===== src/rtl/mem_access_stage.sv =====
// MEM stage of the RV32I pipeline. Loads and stores go over a req/gnt/rvalid
// data bus with byte lanes and sign/zero extension. Other instructions pass
// straight through. While a bus access is outstanding the stage stalls
// upstream and sends NOP bubbles downstream.
module mem_access_stage #(
    parameter int CTRL_WIDTH    = 16,
    parameter int MEM_READ_BIT  = 0,
    parameter int MEM_WRITE_BIT = 1
) (
    input  logic                  clk,
    input  logic                  rst,
    input  logic                  valid_i,
    input  logic [31:0]           alu_out_i,
    input  logic [31:0]           rs2_data_i,
    input  logic [CTRL_WIDTH-1:0] ctrl_i,
    input  logic [31:0]           instr_i,
    output logic                  stall_o,
    output logic                  valid_o,
    output logic [31:0]           alu_out_o,
    output logic [31:0]           mem_rdata_o,
    output logic [CTRL_WIDTH-1:0] ctrl_o,
    output logic [31:0]           instr_o,
    output logic                  fault_o,
    output logic                  dmem_req_o,
    output logic                  dmem_we_o,
    output logic [31:0]           dmem_addr_o,
    output logic [3:0]            dmem_be_o,
    output logic [31:0]           dmem_wdata_o,
    input  logic                  dmem_gnt_i,
    input  logic                  dmem_rvalid_i,
    input  logic [31:0]           dmem_rdata_i
);

    localparam logic [31:0] NOP = 32'h0000_0013;

    typedef enum logic [1:0] {IDLE, REQ, WAIT_R} state_t;

    state_t                state_q, state_d;

    // Latched copy of the memory instruction being served on the bus
    logic [31:0]           addr_q;
    logic [31:0]           wdata_q;
    logic [31:0]           instr_q;
    logic [CTRL_WIDTH-1:0] ctrl_q;
    logic [2:0]            funct3_q;

    logic [2:0]            funct3;
    logic                  is_ld, is_st, f3_legal, misaligned, op_fault;
    logic                  capture, pass_done, fault_done, st_done, ld_done;
    logic [7:0]            ld_byte;
    logic [15:0]           ld_half;
    logic [31:0]           ld_data;

    assign funct3  = instr_i[14:12];
    assign stall_o = (state_q != IDLE);

    // Classify the incoming instruction and detect faulting memory accesses.
    // A faulting access never reaches the bus.
    always_comb begin
        // NOTE: every signal in a combinational block gets a default first so no latch is inferred.
        is_ld      = ctrl_i[MEM_READ_BIT];
        is_st      = ctrl_i[MEM_WRITE_BIT];
        f3_legal   = 1'b0;
        misaligned = 1'b0;
        if (is_ld)
            f3_legal = funct3 inside {3'b000, 3'b001, 3'b010, 3'b100, 3'b101};
        else
            f3_legal = funct3 inside {3'b000, 3'b001, 3'b010};
        case (funct3[1:0])
            2'b01:   misaligned = alu_out_i[0];
            2'b10:   misaligned = (alu_out_i[1:0] != 2'b00);
            default: misaligned = 1'b0;
        endcase
        op_fault = (is_ld && is_st) || ((is_ld || is_st) && (!f3_legal || misaligned));
    end

    // Next-state logic and the completion strobes that steer the output registers
    always_comb begin
        state_d    = state_q;
        capture    = 1'b0;
        pass_done  = 1'b0;
        fault_done = 1'b0;
        st_done    = 1'b0;
        ld_done    = 1'b0;
        case (state_q)
            IDLE: begin
                if (valid_i) begin
                    if (op_fault) begin
                        fault_done = 1'b1;
                    end else if (is_ld || is_st) begin
                        capture = 1'b1;
                        state_d = REQ;
                    end else begin
                        pass_done = 1'b1;
                    end
                end
            end
            REQ: begin
                if (dmem_gnt_i) begin
                    if (ctrl_q[MEM_WRITE_BIT]) begin
                        st_done = 1'b1;
                        state_d = IDLE;
                    end else begin
                        state_d = WAIT_R;
                    end
                end
            end
            WAIT_R: begin
                if (dmem_rvalid_i) begin
                    ld_done = 1'b1;
                    state_d = IDLE;
                end
            end
            default: state_d = IDLE;
        endcase
    end

    // State register; reset abandons any outstanding transaction
    always_ff @(posedge clk or posedge rst) begin
        // NOTE: sequential state uses non-blocking assignments so every register samples pre-edge values.
        if (rst) state_q <= IDLE;
        else     state_q <= state_d;
    end

    // Capture the memory instruction when it leaves IDLE for the bus
    always_ff @(posedge clk) begin
        // NOTE: payload registers carry no reset; they are only read after capture has loaded them.
        if (capture) begin
            addr_q   <= alu_out_i;
            wdata_q  <= rs2_data_i;
            instr_q  <= instr_i;
            ctrl_q   <= ctrl_i;
            funct3_q <= funct3;
        end
    end

    // Drive the data bus from the latched instruction; request only in REQ
    always_comb begin
        dmem_req_o   = (state_q == REQ);
        dmem_we_o    = dmem_req_o && ctrl_q[MEM_WRITE_BIT];
        dmem_addr_o  = {addr_q[31:2], 2'b00};
        dmem_be_o    = 4'b1111;
        dmem_wdata_o = wdata_q;
        if (ctrl_q[MEM_WRITE_BIT]) begin
            case (funct3_q[1:0])
                2'b00: begin
                    dmem_be_o    = 4'b0001 << addr_q[1:0];
                    dmem_wdata_o = {4{wdata_q[7:0]}};
                end
                2'b01: begin
                    dmem_be_o    = addr_q[1] ? 4'b1100 : 4'b0011;
                    dmem_wdata_o = {2{wdata_q[15:0]}};
                end
                default: begin
                    dmem_be_o    = 4'b1111;
                    dmem_wdata_o = wdata_q;
                end
            endcase
        end
    end

    // Pick the addressed byte/half out of the read word and extend it
    always_comb begin
        ld_byte = dmem_rdata_i[{addr_q[1:0], 3'b000} +: 8];
        ld_half = dmem_rdata_i[{addr_q[1], 4'b0000} +: 16];
        case (funct3_q)
            3'b000:  ld_data = {{24{ld_byte[7]}}, ld_byte};
            3'b100:  ld_data = {24'h0, ld_byte};
            3'b001:  ld_data = {{16{ld_half[15]}}, ld_half};
            3'b101:  ld_data = {16'h0, ld_half};
            default: ld_data = dmem_rdata_i;
        endcase
    end

    // Output register towards MEM/WB: completed instruction or NOP bubble
    always_ff @(posedge clk or posedge rst) begin
        if (rst) begin
            valid_o     <= 1'b0;
            fault_o     <= 1'b0;
            alu_out_o   <= 32'h0;
            mem_rdata_o <= 32'h0;
            ctrl_o      <= '0;
            instr_o     <= NOP;
        end else begin
            valid_o     <= pass_done | fault_done | st_done | ld_done;
            fault_o     <= fault_done;
            mem_rdata_o <= ld_done ? ld_data : 32'h0;
            if (pass_done || fault_done) begin
                alu_out_o <= alu_out_i;
                ctrl_o    <= ctrl_i;
                instr_o   <= instr_i;
            end else if (st_done || ld_done) begin
                alu_out_o <= addr_q;
                ctrl_o    <= ctrl_q;
                instr_o   <= instr_q;
            end else begin
                ctrl_o  <= '0;
                instr_o <= NOP;
            end
        end
    end

endmodule


===== config.mk =====
export PLATFORM = sky130hd
export DESIGN_NAME = mem_access_stage
export DESIGN_NICKNAME = d
export VERILOG_FILES = /design/src/rtl/mem_access_stage.sv
export SDC_FILE = /design/constraint.sdc
export NUM_CORES = 1
export LEC_CHECK = 0
export CAP_MARGIN = 20
export CORE_MARGIN = 8
export CORE_UTILIZATION = 45
export DETAILED_ROUTE_END_ITERATION = 8
export PLACE_DENSITY = 0.81
export SYNTH_ARGS = -nofsm -noshare
export SYNTH_HDL_FRONTEND = slang
export SYNTH_SLANG_ARGS = --single-unit

===== constraint.sdc =====
create_clock -name clk -period 26.3 [get_ports clk]
set_input_delay 2.63 -clock clk [delete_from_list [all_inputs] [get_ports clk]]
set_output_delay 2.63 -clock clk [all_outputs]
set_load 0.1 [all_outputs]

==> run summary, run 1 <==
Switching Fraction: 37.2%
clk slew on worst S/H paths: 0.06 ns
layout cells sized above 1: 7.35%
vias per cell: 5.27
Switch Pwr: 422 µW
P_int: 711 µW
Least-Margin Pin Slew: 1.08 ns
setup total negative slack: 0 ns
CP endpoint kind: output port
status: complete, no violations
ys async rst share: 50.9%
TritonCTS Sinks: 228
CP Data Required Time: 23.67 ns
Residual DRC: 0
buffers added on ports: 331
global-route wire length before repair: 39.9 mm
RSZ-0062 raised after global routing: no
die area: 0.0250 mm²
WS Path Type: flop to output port
DP HPWL: 19.1 mm
clk_lat worst skew: 0.52 ns
Wirelength per Cell: 21.8 µm
post-CTS sizing: 0
period utilisation layout: 27.2%
Starting Density: 45.4%
synthesized cell area: 0.00909 mm²
Critical Path Fanout Max: 25
Routed WL: 26.6 mm
Die Width: 158 µm
Netlist cell types: 49
number of global-route vias before repair: 6955
clk_skew: 0.0191 ns
chip height: 158 µm
commonest cells in the netlist: dfrtp_1, edfxtp_1, nand2_1
CTS Root Cell: clkbuf_16
CTS tree: built
post-synthesis register bit count: 228
Fmax: 140 MHz
ranking of synthesized cells by area: edfxtp_1, dfrtp_1, a22o_1
Rel. slew slack: 27.9%
core area: 0.0200 mm²
Synth top area share: 37.0%
register area share after synthesis: 69.0%
initial antenna violation count: 0
post-route antenna net violation count: 0
final net count: 1087
most frequent cell after synthesis: dfrtp_1
worst slack, placed: 19.69 ns
ys flop type: dfrtp_1
Critical Path, Cell by Cell: inv_1, nand2_1, nor2_1, mux2_2, clkdlybuf4s50_1
Worst VDD drop: 0.0563 mV
diode count: 0
total number of vias: 6449
gr usage total: 20.7%
Clk pwr share: 31.1%
Post-CTS Setup Inserts: 0
HP Class: flop to flop
Syn-to-layout area delta: 44.5%
Comb power frac: 31.6%
Synth Instances: 649
Num CTS Buffers: 24
Ys Warns: 0
Slew Viols, Final: 0
CP peak stage delay: 1.15 ns
largest net degree at the start of global routing: 79
FILL cells: 1528
Final Wtd Congestion: 0.913
Max Cap Violations: 0
Seq pwr share: 37.3%
Initial DRT Pass Iterations: 5
GRT overflow: 0
Crit-path slowest cell: clkdlybuf4s50_1
CTS Hold Bufs: 0
final hold violation count: 0
largest area contributor in the netlist: edfxtp_1
# H-tree levels: 1
CP Launch Type: flop
CTS max path bufs: 3
syn avg cell area: 14.0 µm²
min Tclk post-route: 7.16 ns
# setup viols final: 0
initial drt markers: 401
worst setup slack after layout: 19.14 ns
Row Count: 52
WP data arrival: 4.53 ns
EDFF count, synth: 112
# IOs: 334
Power Density: 86.2 mW/mm²
Leakage Power: 0.00527 µW
==> critical path: cells and delay by family (launching register included) <==
kind,cells,cell delay [ns]
flops,1,0.70
mux,1,0.28
buf+inv,2,1.75
simple gates,2,1.28
==> logic make-up (layout without fill, tap and decap cells) <==
group,after synthesis,in the layout,share of synthesized area [%]
DFF,228,228,69.0
muxes,24,24,3.32
xor gates and xnor gates,1,1,0.0964
other,1,2,0.0413
buffers and inverters,99,402,6.50
adders and majority gates,3,3,0.413
and+or+nand+nor,157,157,8.26
AOI/OAI and AO/OA,136,136,12.4
==> through the flow <==
stage               hold WS (ns)  cell area [µm²]  power [µW]  cells  utilization (%)
finish                     0.468            13100        1130   1223             65.5
global route               0.479            13100        1170   1223             65.5
CTS                        0.471            13100        1140   1223             65.5
detailed placement         0.458            12300         788   1179             61.4
global placement           0.453            12300         784   1179             61.4
floorplan                  0.426             9090         690    650                -
==> worst paths after layout <==
| kind | startpoint | end | slack [ns] | cells after the start |
|---|---|---|---|---|
| setup / recovery | instr_q[13] | dmem_wdata_o[11] | 19.14 | 5 |
| hold / removal | instr_q[31] | instr_o[31] | 0.47 | 1 |
| setup reg to reg | state_q[1] | ctrl_q[15] | 23.42 | 5 |
| hold reg to reg | instr_q[31] | instr_o[31] | 0.47 | 1 |
| max in group asynchronous | rst | instr_o[8] | 22.41 | 3 |
| min in group asynchronous | rst | alu_out_o[5] | 2.62 | 2 |
==> layout make-up <==
class / count / area [µm²] / share of cell area (%)
flip-flops and latches: 228 / 6270 / 47.7
repair buffers: 338 / 3370 / 25.6
multi-input cells: 323 / 2250 / 17.1
clock inverters: 14 / 188 / 1.43
clock buffers: 30 / 643 / 4.90
inverters: 20 / 77.6 / 0.591
well taps: 270 / 338 / 2.57
==> cell usage in the layout, fill, tap and decap left out, types with 5 or more instances in the layout <==
master	synthesis	final
and2_1	33	33
edfxtp_1	112	112
nor3_1	24	23
o21ai_0	20	20
a221oi_1	5	5
a221o_1	34	34
buf_4	40	7
mux2_2	9	9
nand2_1	51	51
a21oi_1	11	11
nor2_1	32	32
inv_1	20	19
mux2i_1	11	11
clkdlybuf4s50_1	0	331
a22o_1	43	43
clkbuf_16	0	24
dfrtp_1	113	113
==> power groups by stage <==
stage | Combinational [µW] | Sequential [µW] | Clock [µW]
4_1_cts | 361 | 422 | 358
6_report | 358 | 423 | 352
5_1_grt | 369 | 426 | 371
3_5_place_dp | 360 | 428 | 0
2_1_floorplan | 90.5 | 599 | 0
3_3_place_gp | 357 | 428 | 0
==> routing by layer <==
metal / part of all wire [%] / GRT usage, % / wire length [µm]
met1: 36 / 23.7 / 9650
met2: 50 / 35.9 / 13400
met3: 11 / 7.37 / 2850
met4: 2.6 / 5.61 / 679
met5: 0 / 0 / 0
==> sequential cells by signal, indices dropped and copies added, names as in the netlist <==
name         flops
instr_q         32
state_q          2
ctrl_o          16
valid_o          1
mem_rdata_o     32
wdata_q         32
addr_q          32
fault_o          1
alu_out_o       32
instr_o         32
ctrl_q          16
Power figures use the tool's default switching activity.
==> run 2: changes to the inputs <==
- CORE_UTILIZATION: 45 -> 40
- PLACE_DENSITY: 0.81 -> 0.76
- clock period: 26.3 -> 6.2 ns (I/O delays scaled with it)
==> run summary, run 2 (synthesis results as in run 1) <==
status: complete, no violations (unchanged)
setup total negative slack: 0 ns (unchanged)
Syn-to-layout area delta: 44.3% (was 44.5%)
Wirelength per Cell: 21.7 µm (was 21.8 µm)
most frequent cells in the layout: clkdlybuf4s50_1, dfrtp_1, edfxtp_1, nand2_1, a22o_1 (unchanged)
clk_skew: 0.0134 ns (was 0.0191 ns)
total number of vias: 6475 (was 6449)
RSZ-0062 raised after global routing: no (unchanged)
Power Density: 359 mW/mm² (was 86.2 mW/mm²)
initial drt markers: 493 (was 401)
Routed WL: 26.9 mm (was 26.6 mm)
GRT overflow: 0 (unchanged)
Hold Path Depth: 1 (unchanged)
Leakage Power: 0.00525 µW (was 0.00527 µW)
CP endpoint kind: output port (unchanged)
TritonCTS Sinks: 228 (unchanged)
clk_lat worst skew: 0.52 ns (about the same)
global-route wire length before repair: 42.1 mm (was 39.9 mm)
core area: 0.0225 mm² (was 0.0200 mm²)
post-CTS sizing: 0 (unchanged)
P_int: 2920 µW (was 711 µW)
CP Data Required Time: 5.58 ns (was 23.67 ns)
CP peak stage delay: 1.15 ns (about the same)
WP buf/inv: 3 (was 2)
area of the multi-input gates: 0.00226 mm² (was 0.00225 mm²)
gr usage total: 19.1% (was 20.7%)
Die Width: 167 µm (was 158 µm)
final net count: 1088 (was 1087)
DP HPWL: 19.1 mm (about the same)
number of global-route vias before repair: 7057 (was 6955)
WHS Endpoint: instr_o[18] (was instr_o[31])
FILL cells: 1822 (was 1528)
Design Power: 4710 µW (was 1130 µW)
HP Class: flop to flop (unchanged)
clk slew on worst S/H paths: 0.07 ns (was 0.06 ns)
r2r setup slk: 3.52 ns (was 23.42 ns)
CTS Hold Bufs: 0 (unchanged)
# IOs: 334 (unchanged)
Slew Viols, Final: 0 (unchanged)
Final Wtd Congestion: 0.867 (was 0.913)
largest net degree at the start of global routing: 97 (was 79)
Row Count: 55 (was 52)
buffers added on ports: 331 (unchanged)
WP data arrival: 4.17 ns (was 4.53 ns)
die area: 0.0278 mm² (was 0.0250 mm²)
Clk pwr share: 29.8% (was 31.1%)
CTS Root Cell: clkbuf_16 (unchanged)
RR Endpoint: alu_out_o[3] (was ctrl_q[15])
Register Area: 0.00627 mm² (unchanged)
Critical Path, Cell by Cell: inv_1, nand2_1, buf_4, nor2_1, mux2_2, clkdlybuf4s50_1 (was inv_1, nand2_1, nor2_1, mux2_2, clkdlybuf4s50_1)
Fmax: 209 MHz
# H-tree levels: 1 (unchanged)
Num CTS Buffers: 24 (unchanged)
min Tclk post-route: 4.79 ns
Switching Fraction: 38.0% (was 37.2%)
Switch Pwr: 1790 µW (was 422 µW)
CP Launch Type: flop (unchanged)
Rel. slew slack: 28.7% (was 27.9%)
period utilisation layout: 77.3%
WS Path Type: flop to output port (unchanged)
vias per cell: 5.23 (was 5.27)
Worst VDD drop: 0.255 mV (was 0.0563 mV)
hold path startpoint: instr_q[18] (was instr_q[31])
Starting Density: 40.4% (was 45.4%)
Post-CTS Setup Inserts: 0 (unchanged)
final hold violation count: 0 (unchanged)
CTS tree: built (unchanged)
diode count: 0 (unchanged)
commonest non-fill, non-tap cell in the layout: clkdlybuf4s50_1 (unchanged)
CTS max path bufs: 3 (unchanged)
Comb power frac: 32.3% (was 31.6%)
Crit-path slowest cell: clkdlybuf4s50_1 (unchanged)
Residual DRC: 0 (unchanged)
post-route antenna net violation count: 0 (unchanged)
Seq pwr share: 37.9% (was 37.3%)
Reg-to-Reg Start: state_q[1] (unchanged)
initial antenna violation count: 0 (unchanged)
Max Cap Violations: 0 (unchanged)
Worst Reg-to-Reg Cells: 6 (was 5)
Initial DRT Pass Iterations: 5 (unchanged)
layout cells sized above 1: 7.23% (was 7.35%)
chip height: 167 µm (was 158 µm)
CP top delay family: buffers and inverters (unchanged)
Critical Path Fanout Max: 25 (unchanged)
# setup viols final: 0 (unchanged)
Least-Margin Pin Slew: 1.07 ns (was 1.08 ns)
[run 2: changes by cell type in the layout (fill, tap and decap cells not counted)]
cell,previous run,this run
buf_12,0,1
bufinv_16,4,1
clkbuf_1,4,5
clkbuf_16,24,25
clkbuf_8,2,3
clkinv_1,3,4
clkinv_4,1,0
clkinvlp_4,0,1
inv_8,1,0
nor3_2,1,0
nor3_4,0,1
[run 2: per-stage QoR]
| step | instances | util, % | hold slack (ns) | worst slack, ns | cell area, µm² |
|---|---|---|---|---|---|
| 4_1_cts | 1239 | 58.3 | 0.470 | 1.42 | 13100 |
| 3_5_place_dp | 1195 | 54.9 | 0.458 | 1.99 | 12300 |
| 6_report | 1239 | 58.3 | 0.464 | 1.41 | 13100 |
| 2_1_floorplan | 650 | - | 0.426 | 1.56 | 9100 |
| 3_3_place_gp | 1195 | 54.9 | 0.452 | 2.09 | 12300 |
| 5_1_grt | 1239 | 58.3 | 0.473 | 1.18 | 13100 |
[run 2: worst max-delay path by stage]
stage           startpoint          endpoint  slack (ns)  cells past startpoint
2_1_floorplan  instr_i[12]         addr_q[0]        1.56                      6
3_5_place_dp   instr_q[13]  dmem_wdata_o[13]        1.99                      6
3_3_place_gp   instr_q[13]  dmem_wdata_o[14]        2.09                      6
5_1_grt        instr_q[13]  dmem_wdata_o[13]        1.18                      6
6_report       instr_q[13]  dmem_wdata_o[13]        1.41                      6
4_1_cts        instr_q[13]  dmem_wdata_o[13]        1.42                      6
[run 2: routing by layer]
layer	vias to the layer above	share of wire [%]	global-route usage, %
li1	2923	-	-
met1	3174	38	21.6
met2	308	48	31.9
met3	70	10	7.85
met4	0	4.0	7.36
met5	-	0	0
[run 2: worst reg2reg max path, delay by kind of cell (launching register included)]
family                 cells  cell delay [ns]
DFF                        1             0.45
and+or+nand+nor            2             0.72
AOI/OAI and AO/OA          2             0.70
buffers and inverters      2             0.75
[run 2: power groups by stage]
stage | Clock [µW] | Combinational, µW | Sequential (µW)
floorplan | 0 | 386 | 2540
global placement | 0 | 1520 | 1810
detailed placement | 0 | 1530 | 1820
CTS | 1440 | 1530 | 1790
global route | 1510 | 1570 | 1800
finish | 1400 | 1520 | 1790
[run 2: cell type report]
class	count	area share [%]
sequential	228	47.8
multi-input combinational	323	17.2
clock inverter	11	0.677
inverter	20	0.591
timing repair buffer	339	25.8
tap	285	2.72
clock buffer	33	5.23
==> run 3: changes to the inputs <==
- clock period: 6.2 -> 4.15 ns (I/O delays scaled with it)
==> run summary, run 3 (synthesis results as in run 1) <==
Starting Density: 40.4% (unchanged)
most frequent cells in the layout: clkdlybuf4s50_1, dfrtp_1, edfxtp_1, nand2_1, a22o_1 (unchanged)
Max Cap Violations: 0 (unchanged)
r2r setup slk: 1.84 ns (was 3.52 ns)
period utilisation layout: 80.4%
Least-Margin Pin Slew: 1.06 ns (was 1.07 ns)
initial antenna violation count: 1 (was 0)
Seq pwr share: 37.5% (was 37.9%)
Initial DRT Pass Iterations: 5 (unchanged)
RR Endpoint: alu_out_o[25] (was alu_out_o[3])
global-route wire length before repair: 42.0 mm (was 42.1 mm)
TritonCTS Sinks: 228 (unchanged)
gr usage total: 19.1% (about the same)
post-CTS sizing: 0 (unchanged)
CTS Hold Bufs: 0 (unchanged)
Clk pwr share: 30.5% (was 29.8%)
clk slew on worst S/H paths: 0.06 ns (was 0.07 ns)
Row Count: 55 (unchanged)
Die Width: 167 µm (unchanged)
GRT overflow: 0 (unchanged)
WP buf/inv: 2 (was 3)
CP top delay family: buffers and inverters (unchanged)
Worst VDD drop: 0.456 mV (was 0.255 mV)
Fmax: 300 MHz
die area: 0.0278 mm² (unchanged)
WL met1: 10.5 mm (was 10.2 mm)
initial drt markers: 564 (was 493)
core area: 0.0225 mm² (unchanged)
DP HPWL: 19.8 mm (was 19.1 mm)
# setup viols final: 0 (unchanged)
Critical Path, Cell by Cell: buf_4, nor2b_1, o21ai_0, clkdlybuf4s50_1 (was inv_1, nand2_1, buf_4, nor2_1, mux2_2, clkdlybuf4s50_1)
largest net degree at the start of global routing: 79 (was 97)
hold slack: 0.421 ns (was 0.464 ns)
# IOs: 334 (unchanged)
Leakage Power: 0.00536 µW (was 0.00525 µW)
Switching Fraction: 37.2% (was 38.0%)
Final Wtd Congestion: 0.860 (was 0.867)
Routed WL: 27.5 mm (was 26.9 mm)
buffers added on ports: 331 (unchanged)
WS Path Type: flop to output port (unchanged)
layout cells sized above 1: 10.9% (was 7.23%)
status: complete, no violations (unchanged)
CP endpoint kind: output port (unchanged)
RSZ-0062 raised after global routing: no (unchanged)
HP Class: input pin to asynchronous set/reset pin (was flop to flop)
Comb power frac: 32.0% (was 32.3%)
CP Launch Type: flop (unchanged)
final net count: 1095 (was 1088)
Switch Pwr: 2660 µW (was 1790 µW)
Post-DP Area: 0.0125 mm² (was 0.0123 mm²)
final hold violation count: 0 (unchanged)
CP Capture Point: dmem_be_o[3] (was dmem_wdata_o[13])
Post-CTS Setup Inserts: 0 (unchanged)
Worst Reg-to-Reg Cells: 6 (unchanged)
commonest non-fill, non-tap cell in the layout: clkdlybuf4s50_1 (unchanged)
metal2 WL: 13.5 mm (was 13.0 mm)
number of cells on the critical path: 4 (was 6)
clk_lat worst skew: 0.51 ns (was 0.52 ns)
CP peak stage delay: 1.01 ns (was 1.15 ns)
Routed met3 length: 2.76 mm (was 2.72 mm)
Wirelength per Cell: 22.0 µm (was 21.7 µm)
Residual DRC: 0 (unchanged)
WP data arrival: 2.92 ns (was 4.17 ns)
Syn-to-layout area delta: 46.1% (was 44.3%)
CTS tree: built (unchanged)
CTS Root Cell: clkbuf_16 (unchanged)
FILL cells: 1791 (was 1822)
worst slack, placed: 1.07 ns (was 1.99 ns)
post-route antenna net violation count: 0 (unchanged)
Finished Cell Area: 0.0133 mm² (was 0.0131 mm²)
Crit-path slowest cell: clkdlybuf4s50_1 (unchanged)
Top Layer Used: met4 (unchanged)
Power Density: 538 mW/mm² (was 359 mW/mm²)
number of global-route vias before repair: 6969 (was 7057)
CTS max path bufs: 3 (unchanged)
# H-tree levels: 1 (unchanged)
Rel. slew slack: 29.1% (was 28.7%)
worst setup slack after layout: 0.814 ns (was 1.41 ns)
CP Data Required Time: 3.73 ns (was 5.58 ns)
worst setup path startpoint: instr_q[13] (unchanged)
clk_skew: 0.00856 ns (was 0.0134 ns)
vias per cell: 5.23 (about the same)
P_int: 4490 µW (was 2920 µW)
total number of vias: 6528 (was 6475)
Num CTS Buffers: 25 (was 24)
chip height: 167 µm (unchanged)
Reg-to-Reg Start: state_q[0] (was state_q[1])
min Tclk post-route: 3.34 ns
Critical Path Fanout Max: 12 (was 25)
Slew Viols, Final: 0 (unchanged)
==> run 3: cell types whose count changed in the layout (fill, tap and decap cells not counted), sizes merged, moves of 6 or more <==
| cell | previous run | this run |
|---|---|---|
| buf | 8 | 40 |
| clkbuf | 33 | 40 |
| clkdlybuf4s50 | 331 | 305 |
| clkinv | 9 | 3 |
==> run 3: worst min path at each step <==
stage               slack, ns           start         endpoint  depth (start not counted)
finish                   0.42             rst  mem_rdata_o[21]                          2
global route             0.44  rs2_data_i[23]      wdata_q[23]                          1
CTS                      0.43      instr_i[1]       instr_o[1]                          3
detailed placement       0.46     instr_q[24]      instr_o[24]                          1
global placement         0.44       ctrl_q[0]        ctrl_o[0]                          2
floorplan                0.43       ctrl_q[0]        ctrl_o[0]                          2
==> run 3: metal layers <==
metal / vias up / global-route usage [%]
met5: - / 0
met4: 0 / 6.23
met3: 49 / 7.26
met2: 295 / 32.4
met1: 3250 / 22.0
li1: 2934 / -
==> run 3: final cells by class <==
cell class | instances | area (µm²) | area share [%]
timing repair buffer | 345 | 3470 | 26.1
inverter | 20 | 92.6 | 0.697
antenna | 1 | 2.50 | 0.0188
multi-input combinational | 323 | 2290 | 17.2
clock inverter | 5 | 75.1 | 0.565
clock buffer | 40 | 733 | 5.52
tap | 285 | 357 | 2.68
sequential | 228 | 6270 | 47.2
==> run 3: power groups by stage <==
stage	sequential [µW]	clock (µW)	combinational, µW
floorplan	3790	0	579
global placement	2710	0	2290
detailed placement	2710	0	2310
CTS	2680	2240	2310
global route	2700	2320	2360
finish	2680	2180	2290
==> run 3: per-stage QoR <==
step	power, µW	instances	utilization, %	TNS [ns]
after floorplan	4370	650	-	-2.40
after global placement	5000	1201	55.4	0
after detailed placement	5020	1201	55.4	0
after CTS	7230	1246	59.0	0
after global routing	7390	1247	59.0	0
final	7150	1247	59.0	0
==> run 3: worst register-to-register path, delay by kind of cell, from the launching register on <==
kind / cells / cell delay [ns]
buffers and inverters: 2 / 0.76
and+or+nand+nor: 2 / 0.51
AOI/OAI and AO/OA: 2 / 0.56
DFF: 1 / 0.42
